[src/rtl/orbit_pkg.sv]
// rtl/orbit_pkg.sv - shared orbit phase constants, FSM states and CORDIC arctangent table
package orbit_pkg;

    localparam int ANGLE_W = 8;
    localparam int PHASE_W = 16;

    typedef enum logic [1:0] {
        ST_IDLE   = 2'd0,
        ST_ROTATE = 2'd1,
        ST_DONE   = 2'd2
    } state_e;

    // atan(2^-i) in 1/65536-turn units
    function automatic logic [PHASE_W-1:0] atan_lut(input logic [3:0] i);
        case (i)
            4'd0:    atan_lut = 16'd8192;
            4'd1:    atan_lut = 16'd4836;
            4'd2:    atan_lut = 16'd2555;
            4'd3:    atan_lut = 16'd1297;
            4'd4:    atan_lut = 16'd651;
            4'd5:    atan_lut = 16'd326;
            4'd6:    atan_lut = 16'd163;
            4'd7:    atan_lut = 16'd81;
            4'd8:    atan_lut = 16'd41;
            4'd9:    atan_lut = 16'd20;
            4'd10:   atan_lut = 16'd10;
            4'd11:   atan_lut = 16'd5;
            4'd12:   atan_lut = 16'd3;
            4'd13:   atan_lut = 16'd1;
            default: atan_lut = 16'd0;
        endcase
    endfunction

endpackage

[src/rtl/xy_to_angle_if.sv]
// rtl/xy_to_angle_if.sv - valid/ready request and result channels of the vectoring unit
interface xy_to_angle_if
    import orbit_pkg::*;
#(
    parameter int DATA_W = 16
);
    logic                     in_valid;
    logic                     in_ready;
    logic signed [DATA_W-1:0] x_in;
    logic signed [DATA_W-1:0] y_in;
    logic                     out_valid;
    logic                     out_ready;
    logic [ANGLE_W-1:0]       angle_out;
    logic [DATA_W:0]          mag_out;

    modport master (
        output in_valid, x_in, y_in, out_ready,
        input  in_ready, out_valid, angle_out, mag_out
    );

    modport slave (
        input  in_valid, x_in, y_in, out_ready,
        output in_ready, out_valid, angle_out, mag_out
    );
endinterface

[src/rtl/xy_to_angle.sv]
// rtl/xy_to_angle.sv - iterative CORDIC vectoring: (x, y) to 8-bit phase index and scaled magnitude
module xy_to_angle
    import orbit_pkg::*;
#(
    parameter int DATA_W = 16,
    parameter int ITER   = 12
) (
    input logic           clk,
    input logic           reset,
    xy_to_angle_if.slave  bus
);
    localparam int         W2   = DATA_W + 2;
    localparam logic [3:0] LAST = 4'(ITER - 1);

    state_e                state;
    logic signed [W2-1:0]  x_r, y_r, x_n, y_n, x_ext, y_ext;
    logic [PHASE_W-1:0]    z_r, z_n;
    logic [3:0]            iter;
    logic                  zero_r;
    logic                  out_valid_r;
    logic [ANGLE_W-1:0]    angle_r, angle_n;
    logic [DATA_W:0]       mag_r;

    assign bus.in_ready  = (state == ST_IDLE);
    assign bus.out_valid = out_valid_r;
    assign bus.angle_out = angle_r;
    assign bus.mag_out   = mag_r;

    // Two guard bits let -(-2^(DATA_W-1)) and the CORDIC gain growth fit without overflow
    assign x_ext = {{2{bus.x_in[DATA_W-1]}}, bus.x_in};
    assign y_ext = {{2{bus.y_in[DATA_W-1]}}, bus.y_in};

    always_comb begin
        x_n = x_r;
        y_n = y_r;
        z_n = z_r;
        if (!y_r[W2-1]) begin
            x_n = x_r + (y_r >>> iter);
            y_n = y_r - (x_r >>> iter);
            z_n = z_r + atan_lut(iter);
        end else begin
            x_n = x_r - (y_r >>> iter);
            y_n = y_r + (x_r >>> iter);
            z_n = z_r - atan_lut(iter);
        end
        // Round to nearest phase step; wraps 0xFF80.. to 8'h00
        angle_n = z_n[PHASE_W-1:PHASE_W-ANGLE_W] + {7'd0, z_n[PHASE_W-ANGLE_W-1]};
    end

    always_ff @(posedge clk or posedge reset) begin
        if (reset) begin
            state       <= ST_IDLE;
            x_r         <= '0;
            y_r         <= '0;
            z_r         <= '0;
            iter        <= '0;
            zero_r      <= 1'b0;
            out_valid_r <= 1'b0;
            angle_r     <= '0;
            mag_r       <= '0;
        end else begin
            case (state)
                ST_IDLE: begin
                    if (bus.in_valid) begin
                        if (x_ext[W2-1]) begin
                            x_r <= -x_ext;
                            y_r <= -y_ext;
                            z_r <= 16'h8000;
                        end else begin
                            x_r <= x_ext;
                            y_r <= y_ext;
                            z_r <= '0;
                        end
                        zero_r <= (bus.x_in == '0) && (bus.y_in == '0);
                        iter   <= '0;
                        state  <= ST_ROTATE;
                    end
                end
                ST_ROTATE: begin
                    x_r  <= x_n;
                    y_r  <= y_n;
                    z_r  <= z_n;
                    iter <= iter + 4'd1;
                    if (iter == LAST) begin
                        state       <= ST_DONE;
                        out_valid_r <= 1'b1;
                        angle_r     <= zero_r ? '0 : angle_n;
                        mag_r       <= zero_r ? '0 : x_n[DATA_W:0];
                    end
                end
                ST_DONE: begin
                    if (bus.out_ready) begin
                        out_valid_r <= 1'b0;
                        state       <= ST_IDLE;
                    end
                end
                default: state <= ST_IDLE;
            endcase
        end
    end

endmodule

[src/flat_wrapper.sv]
// flat-port wrapper written by rule: the top's interface ports become plain ports
module xy_to_angle_flat import orbit_pkg::*;
#(
    parameter int DATA_W = 16,
    parameter int ITER   = 12
)
  (clk, reset, bus_in_valid, bus_x_in, bus_y_in, bus_out_ready, bus_in_ready, bus_out_valid, bus_angle_out, bus_mag_out);
  xy_to_angle_if #(.DATA_W(DATA_W)) bus_i ();
  input logic clk;
  input logic reset;
  input wire logic [$bits(bus_i.in_valid)-1:0] bus_in_valid;
  input wire logic [$bits(bus_i.x_in)-1:0] bus_x_in;
  input wire logic [$bits(bus_i.y_in)-1:0] bus_y_in;
  input wire logic [$bits(bus_i.out_ready)-1:0] bus_out_ready;
  output wire logic [$bits(bus_i.in_ready)-1:0] bus_in_ready;
  output wire logic [$bits(bus_i.out_valid)-1:0] bus_out_valid;
  output wire logic [$bits(bus_i.angle_out)-1:0] bus_angle_out;
  output wire logic [$bits(bus_i.mag_out)-1:0] bus_mag_out;
  assign bus_i.in_valid = bus_in_valid;
  assign bus_i.x_in = bus_x_in;
  assign bus_i.y_in = bus_y_in;
  assign bus_i.out_ready = bus_out_ready;
  assign bus_in_ready = bus_i.in_ready;
  assign bus_out_valid = bus_i.out_valid;
  assign bus_angle_out = bus_i.angle_out;
  assign bus_mag_out = bus_i.mag_out;
  xy_to_angle #(.DATA_W(DATA_W), .ITER(ITER)) u_core (.clk(clk), .reset(reset), .bus(bus_i));
endmodule
[config.mk]
export PLATFORM = sky130hd
export DESIGN_NAME = xy_to_angle_flat
export DESIGN_NICKNAME = d
export VERILOG_FILES = /design/src/rtl/orbit_pkg.sv /design/src/rtl/xy_to_angle_if.sv /design/src/rtl/xy_to_angle.sv /design/src/flat_wrapper.sv
export SDC_FILE = /design/constraint.sdc
export NUM_CORES = 1
export LEC_CHECK = 0
export ABC_CLOCK_PERIOD_IN_PS = 9800
export CAP_MARGIN = 5
export CORE_MARGIN = 2
export CORE_UTILIZATION = 39
export DETAILED_ROUTE_END_ITERATION = 8
export MAX_ROUTING_LAYER = met4
export RECOVER_POWER = 50
export SETUP_SLACK_MARGIN = 0.05
export SYNTH_ARGS = -nofsm -noshare
export SYNTH_HDL_FRONTEND = slang
export SYNTH_SLANG_ARGS = --single-unit
[constraint.sdc]
create_clock -name clk -period 9.8 [get_ports clk]
set_input_delay 0.98 -clock clk [delete_from_list [all_inputs] [get_ports clk]]
set_output_delay 0.98 -clock clk [all_outputs]
set_load 0.05 [all_outputs]
==> metrics.txt, run 1 <==
Detailed Place HPWL 19,840 um; full die area 25,460 um2; initial core utilization 39.97%; H-tree Lvls 3; post-route insts no fill 1,479; status finished, violations left; Most used DFF post-synth dfrtp_1; min cycle time layout 6.862 ns; worst endpoint data arrival time 7.14 ns; Setup-failing EPs final 0; CP max stage cell clkbuf_1; Final Max Tran Viols 177; total track usage 21.94%; area of the multi-input gates 6865 um2; Setup TNS Final 0 ns; post-synthesis cell type count 76; vias per cell 5.873; share of layout cells above drive strength 1 6.810%; Synth Instances 1,132; Worst setup EP type flip-flop; RSZ-0062 raised after global routing false; Final Hold Fails 0; crit-path cells clkbuf_1 > inv_2 > mux4_2 > o21ai_1 > inv_1 > ha_1 > nor2b_1 > and3_1 > nor2_1 > xnor2_1 > ha_1 > a2111oi_0 > o21ai_0 > a21oi_1 > o21ai_0 > a221o_1 > o41ai_1 > xor3_1 > o21ai_1; die height 159.6 um; P&R area growth vs syn 12.21%; GR Overflow Total 0; Yosys warnings 0; Post-CTS Resized 0; slew at the pin with the worst max-slew slack 3.191 ns; Std-Cell Rows 56; Rel. slew slack -112.7%; R2R Setup Slk 2.94 ns; n_diodes 0; input/output buffers 62; mapped cell area 9439 um2; drt wl/cell 18.43 um; Final ANT Viol Nets 0; CP max FO 46; Hold-fix buffers, CTS 0; fin crit share 70.02%; Root Buffer clkbuf_16; initial DRC count 592; CTS buffer count 9; DRT Wirelength 27,250 um; Max clock buf depth 2; global-route wire length before repair 44,240 um; Reg area 2131 um2; clk sink count 85; syn_nets 1,235; via count 8,686; Seq cells post-synth 85; CP max stage delay 1.55 ns; Critical Path Start Type flip-flop; initial antenna violation count 0; Final Instance Area 10,590 um2; Nets 1,259; Crit path required time 10.08 ns; core area 23,610 um2; Min-Delay Path Class reg2reg; clk_skew 0.01064 ns; Max Fclk 0.1457 GHz; die width 159.6 um; kind of cell adding the most delay to the critical path buffers and inverters; RePlAce Congestion 0.9146; Crit path buffers/inverters 3; latest clock arrival within the worst-skew pair 0.36 ns; failing checks capacitance limit, slew limit; Post-CTS Repair Setup Buffers 0; Worst-path clk slew 0.07 ns; Post-Place Cell Area 10,280 um2; Residual DRC 0; CTS tree yes; sequential element share of the synthesized area 22.53%; vias in the first global route 8,223; I/O pin count 63; WS Path Type reg2reg; EDFF count, synth 0; largest net degree at the start of global routing 66; First-pass DRT Iterations 5; FILL cells 2,357; Post-synth ARST share 100.0%; placed cell count 1,464; Max-cap violations 4; Syn Area/Cell 8.338 um2
layout by cell type (no fill, tap or decap), drive strengths merged, types with 4 or more instances in the layout:
cell type and instances:
mux2i 36, and3 8, o21bai 4, a211oi 5, a22oi 11, buf 12, or3 13, mux4 32
o41ai 6, mux2 7, a21oi 82, nand2b 19, nand3 33, ha 64, dlygate4sd3 9, nor4 8
xor2 43, o211ai 11, inv 39, nand4 5, nor2 95, dfrtp 85, a21boi 5, nand2 118
o22ai 22, nor3 21, o21ai 82, xnor2 55, a221oi 4, clkdlybuf4s50 53, a31oi 11, nor2b 14
o31ai 24, and2 9, a21o 11, or4 6, o21a 12, clkbuf 13, a2111oi 4, a22o 18
synthesized netlist by cell type, types with 12 or more instances:
cell      number  area [um2]
ha_1          64       800.8
clkbuf_1      43       161.4
nor2_1        95       356.6
o21a_1        12       90.09
nand2_1      118       442.9
nand3_1       33       165.2
a22o_1        18       157.7
xnor2_1       55       481.7
nor2b_1       14       87.58
inv_1         37       138.9
a21oi_1       82       410.4
o21ai_0       80       400.4
dfrtp_1       85        2127
mux4_2        22       495.5
or3_1         13       81.33
o31ai_1       24       180.2
o22ai_1       22       137.6
nor3_1        21       105.1
nand2b_1      19       118.9
mux2i_1       36       360.4
xor2_1        43       376.6
metrics by stage:
| stage | setup WS, ns | hold slack (ns) | utilization, % |
|---|---|---|---|
| 3_3_place_gp | 3.897 | 0.4648 | 43.55 |
| 3_5_place_dp | 3.838 | 0.4660 | 43.55 |
| 4_1_cts | 3.824 | 0.4825 | 44.92 |
| 5_1_grt | 2.238 | 0.5015 | 44.85 |
| 2_1_floorplan | 4.932 | 0.4688 | - |
| 6_report | 2.938 | 0.4711 | 44.85 |
registers in the layout, indices dropped and copies added (netlist names):
signal,count
u_core.bus.angle_out,8
u_core.bus.mag_out,17
u_core.bus.out_valid,1
u_core.iter,4
u_core.state,2
u_core.x_r,18
u_core.y_r,18
u_core.z_r,16
u_core.zero_r,1
tightest hold or removal path, cell delays in order (launching register included):
cell and delay [ns]:
dfrtp_1 0.34, nand2_1 0.05, o31ai_1 0.05
routing by layer:
layer  wire length, um  track usage (%)  vias up
met3              1149            2.370       33
met1             12520            28.92     4199
met2             13090            35.75      215
met4               497            6.198        0
met5                 0                -        -
li1                  -                -     4239
final timing paths:
kind | from | endpoint | depth (start not counted)
max in group asynchronous | reset | u_core.y_r[17] | 3
min in group asynchronous | reset | u_core.bus.mag_out[7] | 2
max | u_core.iter[2] | u_core.y_r[17] | 19
min reg2reg | u_core.bus.angle_out[6] | u_core.bus.angle_out[6] | 2
max reg2reg | u_core.iter[2] | u_core.y_r[17] | 19
min | u_core.bus.angle_out[6] | u_core.bus.angle_out[6] | 2
cells by family (layout without fill, tap and decap cells):
| group | after synthesis | in the layout | share of synthesized area [%] |
|---|---|---|---|
| and+or+nand+nor | 363 | 363 | 18.16 |
| adders and majority gates | 67 | 67 | 9.120 |
| buffers and inverters | 104 | 132 | 4.785 |
| AOI/OAI and AO/OA | 339 | 339 | 23.37 |
| muxes | 75 | 75 | 12.69 |
| DFF | 85 | 85 | 22.53 |
| xor gates and xnor gates | 99 | 99 | 9.345 |
final cells by class:
class	count	share of cell area, %
repair buffers	78	6.852
clock inverters	6	0.9214
multi-input cells	943	64.82
well taps	319	3.768
clock buffers	9	2.126
flip-flops and latches	85	20.12
inverters	39	1.394
Power of run 1 is left out: the tool's default activity adds up to more than one toggle a clock period on the data nets, which glitch-free logic cannot reach.
==> inputs of run 2 (changes only) <==
ABC_CLOCK_PERIOD_IN_PS = 6600   (was 9800)
clock period = 6.6 ns   (was 9.8 ns; I/O delays follow)
==> run 2 against run 1 <==
The flow still finishes with violations (capacitance limit, slew limit); worst setup slack got worse by 2.1 ns; register-to-register slack got worse by 2.1 ns; largest cell class unchanged; global-route usage grew 0.46 points; critical path depth unchanged; cell area decreased by 0.11%; routed wire length increased by 2.0%; non-clock buffer count increased by 1; fmax rose by 20%; core utilization barely moved; clock skew increased by 0.00067 ns; flip-flop and latch count did not move.
==> metrics.txt, run 2 (synthesized netlist as in run 1, its figures left out) <==
initial DRC count 684 (+16%); Post-CTS Repair Setup Buffers 0 (unchanged); core area 23,610 um2 (unchanged); Max Fclk 0.1748 GHz (+20%); P&R area growth vs syn 12.09%; commonest cells after routing, fill and taps aside 118 x nand2_1, 95 x nor2_1, 82 x a21oi_1, 82 x dfrtp_1, 80 x o21ai_0; WS Path Type reg2reg; First-pass DRT Iterations 5 (unchanged); CTS tree yes; I/O pin count 63 (unchanged); Min Hold Slack 0.4845 ns (+0.01343 ns); initial core utilization 39.97% (unchanged); most common cell after layout, fill and taps aside nand2_1; Detailed Place HPWL 20,480 um (+3.3%); area of the multi-input gates 6865 um2 (unchanged); n_diodes 0 (unchanged); share of layout cells above drive strength 1 6.799% (-0.012 points); H-tree Lvls 3 (unchanged); latest clock arrival within the worst-skew pair 0.36 ns (about the same); Nets 1,260 (+0.079%); slew at the pin with the worst max-slew slack 3.085 ns (-0.1051 ns); die width 159.6 um (unchanged); Final Hold Fails 0 (unchanged); Std-Cell Rows 56 (unchanged); input/output buffers 62 (unchanged); Util after Layout 44.81% (-0.048 points); vias per cell 5.917 (+0.75%); initial antenna violation count 0 (unchanged); via count 8,763 (+0.89%); FILL cells 2,360 (+0.13%); Setup TNS Final 0 ns (unchanged); RSZ-0062 raised after global routing false; Post-CTS Resized 0 (unchanged); GR Overflow Total 0 (unchanged); drt wl/cell 18.78 um (+1.9%); Rel. slew slack -105.7% (+7.0 points); Post-Place Cell Area 10,300 um2 (+0.19%); DRT Wirelength 27,810 um (+2.0%); Worst setup EP type flip-flop; vias in the first global route 8,416 (+2.3%); total track usage 22.40% (+0.46 points); Hold-fix buffers, CTS 0 (unchanged); clk_skew 0.01131 ns (+0.0006653 ns); Worst-path clk slew 0.07 ns (about the same); RePlAce Congestion 0.9070 (-0.83%); global-route wire length before repair 45,060 um (+1.9%); status finished, violations left; failing checks capacitance limit, slew limit; largest net degree at the start of global routing 55 (-17%); worst endpoint data arrival time 5.99 ns (-1.15 ns); Crit path required time 6.87 ns (-3.21 ns); Reg area 2131 um2 (unchanged); Root Buffer clkbuf_16; Min-Delay Path Class reg2reg; Critical Path Start Type flip-flop; clk sink count 85 (unchanged); Max clock buf depth 2 (unchanged); Final Instance Area 10,580 um2 (-0.11%); die height 159.6 um (unchanged); CTS buffer count 9 (unchanged); Setup-failing EPs final 0 (unchanged); fin crit share 86.66% (+17 points); Final Max Tran Viols 133 (-25%); CP max FO 32 (-30%); Max-cap violations 3 (-1); full die area 25,460 um2 (unchanged); Final ANT Viol Nets 0 (unchanged); R2R Setup Slk 0.88 ns (-2.06 ns); min cycle time layout 5.719 ns (-1.142 ns); Residual DRC 0 (unchanged)
run 2: metal layers:
layer	track usage (%)	vias to the layer above	share of wire [%]
met1	29.44	4181	45
met3	2.865	55	5.1
met5	-	-	0
met4	6.901	0	2.9
li1	-	4241	-
met2	36.03	286	46
run 2: per-stage QoR:
stage | setup slack, ns | cells
floorplan | 1.732 | 1132
global placement | 1.068 | 1465
detailed placement | 0.9648 | 1465
CTS | 0.9163 | 1481
global route | 0.3639 | 1481
finish | 0.8805 | 1481
run 2: final timing paths:
| path | startpoint | to | cells after the start |
|---|---|---|---|
| min in group asynchronous | reset | u_core.bus.mag_out[8] | 2 |
| worst max-delay path | u_core.iter[0] | u_core.y_r[17] | 19 |
| worst max register to register | u_core.iter[0] | u_core.y_r[17] | 19 |
| max in group asynchronous | reset | u_core.y_r[17] | 3 |
| worst min register to register | u_core.bus.mag_out[0] | u_core.bus.mag_out[0] | 2 |
| worst min-delay path | u_core.bus.mag_out[0] | u_core.bus.mag_out[0] | 2 |
run 2: final cells by class:
| type | count | area share [%] |
|---|---|---|
| clock buffer | 10 | 2.164 |
| tap | 319 | 3.772 |
| multi-input combinational | 943 | 64.89 |
| clock inverter | 6 | 0.5913 |
| inverter | 39 | 1.395 |
| timing repair buffer | 79 | 7.048 |
| sequential | 85 | 20.14 |
run 2: worst max-delay path, cell delays in order, from the launching register on:
cell and delay [ns]:
dfrtp_2 0.80, buf_4 0.41, mux4_1 0.61, a22oi_1 0.19
o21ai_0 0.17, inv_1 0.10, ha_1 0.15, nor2b_1 0.17
and3_1 0.23, nor2_1 0.07, xnor2_1 0.14, ha_1 0.34
a2111oi_0 0.48, o21ai_0 0.24, a21oi_1 0.31, o21ai_0 0.17
a221o_1 0.34, o41ai_1 0.28, xor3_1 0.29, o21ai_1 0.14
Power of run 2 is left out for the same reason.
==> inputs of run 3 (changes only) <==
PLACE_DENSITY = 0.58   (was default)
==> run 3 against run 2 <==
The flow still finishes with violations (capacitance limit, slew limit); non-clock buffer count rose by 2; hold slack got worse by 0.0031 ns; first-iteration DRC count fell by 5.4%; count of clock-buffer cells in the layout did not move; flip-flop and latch count did not move; fmax fell by 3.0%; critical endpoint unchanged.
==> metrics.txt, run 3 (synthesized netlist as in run 1, its figures left out) <==
met2 GRT Util 34.12% (-1.9 points); Setup-failing EPs final 0 (unchanged); Crit path buffers/inverters 3 (+1); initial DRC count 647 (-5.4%); Std-Cell Rows 56 (unchanged); kind of cell adding the most delay to the critical path compound AO/OA/AOI/OAI gates; initial core utilization 39.97% (unchanged); RSZ-0062 raised after global routing false; Hold-fix buffers, CTS 0 (unchanged); latest clock arrival within the worst-skew pair 0.36 ns (about the same); CP max FO 24 (-25%); worst endpoint data arrival time 6.17 ns (+0.18 ns); core area 23,610 um2 (unchanged); via count 8,694 (-0.79%); busiest layer in global routing met2; I/O pin count 63 (unchanged); crit-path cells clkbuf_1 > inv_2 > mux4_2 > o21ai_1 > inv_1 > ha_1 > nor2b_1 > and3_1 > nor2_1 > xnor2_1 > ha_1 > a2111oi_0 > o21ai_0 > a21oi_1 > o21ai_0 > a221o_1 > o41ai_1 > xor3_1 > o21ai_1; Post-Place Cell Area 10,310 um2 (about the same); Hold Path Depth 2 (unchanged); global-route wire length before repair 44,330 um (-1.6%); largest net degree at the start of global routing 55 (unchanged); min cycle time layout 5.895 ns (+0.1755 ns); vias in the first global route 8,141 (-3.3%); CP max stage delay 0.93 ns (+0.13 ns); n_diodes 0 (unchanged); Setup TNS Final 0 ns (unchanged); Final Instance Area 10,610 um2 (+0.28%); clk sink count 85 (unchanged); input/output buffers 62 (unchanged); most common cell after layout, fill and taps aside nand2_1; Post-CTS Repair Setup Buffers 0 (unchanged); clk_skew 0.01132 ns (+0.00001110 ns); Residual DRC 0 (unchanged); Critical Path Start Type flip-flop; DRT Wirelength 27,390 um (-1.5%); drt wl/cell 18.47 um (-1.6%); Final Max Tran Viols 133 (unchanged); CTS tree yes; Detailed Place HPWL 20,310 um (-0.83%); FF-to-FF End u_core.y_r[17]; Worst setup EP type flip-flop; CP Depth 19 (unchanged); GR Overflow Total 0 (unchanged); P&R area growth vs syn 12.41%; Max clock buf depth 2 (unchanged); Rel. slew slack -76.33% (+29 points); FILL cells 2,425 (+2.8%); Hold Startpoint u_core.bus.angle_out[0]; WS Path Type reg2reg; First-pass DRT Iterations 5 (unchanged); CTS buffer count 9 (unchanged); placed cell count 1,467 (+0.14%); full die area 25,460 um2 (unchanged); Reg-to-Reg Start u_core.iter[2]; die height 159.6 um (unchanged); fin crit share 89.32% (+2.7 points); CP max stage cell dfrtp_1; Root Buffer clkbuf_16; Crit path required time 6.88 ns (about the same); Post-CTS Resized 0 (unchanged); RePlAce Congestion 0.9249 (+2.0%); Hold EP u_core.bus.angle_out[0]; commonest cells after routing, fill and taps aside 118 x nand2_1, 95 x nor2_1, 82 x a21oi_1, 82 x dfrtp_1, 80 x o21ai_0; initial antenna violation count 0 (unchanged); Final ANT Viol Nets 0 (unchanged); vias per cell 5.862 (-0.92%); Worst R2R Path Depth 19 (unchanged); status finished, violations left; die width 159.6 um (unchanged); GRT met1 Usage 29.84% (+0.40 points); Min-Delay Path Class reg2reg; Max-cap violations 3 (unchanged); slew at the pin with the worst max-slew slack 2.645 ns (-0.4406 ns); Worst-path clk slew 0.08 ns (about the same); Final Hold Fails 0 (unchanged); total track usage 22.05% (-0.35 points); Nets 1,262 (+0.16%); post-route insts no fill 1,483 (+0.14%); share of layout cells above drive strength 1 7.216% (+0.42 points); H-tree Lvls 3 (unchanged); R2R Setup Slk 0.70 ns (-0.18 ns); failing checks capacitance limit, slew limit; routing usage on met3 3.334% (+0.47 points); Max Fclk 0.1696 GHz (-3.0%)
[run 3: cell types whose count changed in the layout (fill, tap and decap cells not counted), sizes merged]
cell           change
clkinv             +1
inv                -2
clkbuf             -1
buf                +3
clkdlybuf4s50      -2
dlygate4sd3        +2
bufinv             +1
[run 3: per-layer routing]
layer	wire length, um	part of all wire (%)	vias to the layer above
li1	-	-	4256
met1	12560	46	4144
met2	12610	46	246
met3	1440	5.3	48
met4	786	2.9	0
met5	0	0	-
[run 3: cell type report]
cell class              count  area (um2)  share of cell area, %
clock buffers              10       239.0                  2.252
inverters                  39       147.6                  1.392
repair buffers             81       752.0                  7.087
well taps                 319       399.1                  3.762
clock inverters             6       76.32                 0.7193
flip-flops and latches     85        2131                  20.08
multi-input cells         943        6865                  64.71
[run 3: how the worst max path moves through the flow]
stage	startpoint	end	slack (ns)
final	u_core.iter[2]	u_core.y_r[17]	0.70
after global routing	u_core.iter[2]	u_core.bus.angle_out[6]	0.06
after CTS	u_core.iter[1]	u_core.bus.angle_out[7]	0.80
after detailed placement	u_core.iter[1]	u_core.bus.angle_out[7]	0.83
after global placement	u_core.iter[0]	u_core.bus.angle_out[7]	0.92
after floorplan	u_core.iter[0]	u_core.bus.angle_out[7]	1.73
[run 3: per-stage QoR]
step	setup slack, ns	hold slack, ns	util (%)
floorplan	1.732	0.4688	-
global placement	0.9173	0.4652	43.65
detailed placement	0.8320	0.4711	43.65
CTS	0.7984	0.4867	44.98
global route	0.06180	0.5111	44.93
finish	0.7050	0.4815	44.93
[run 3: worst register-to-register path: stages (launching register included)]
cell       delay (ns)
dfrtp_1          0.93
clkbuf_1         0.51
inv_2            0.29
mux4_2           0.41
o21ai_1          0.25
inv_1            0.07
ha_1             0.19
nor2b_1          0.14
and3_1           0.24
nor2_1           0.12
xnor2_1          0.13
ha_1             0.29
a2111oi_0        0.50
o21ai_0          0.21
a21oi_1          0.28
o21ai_0          0.18
a221o_1          0.34
o41ai_1          0.32
xor3_1           0.28
o21ai_1          0.12
Power of run 3 is left out for the same reason.
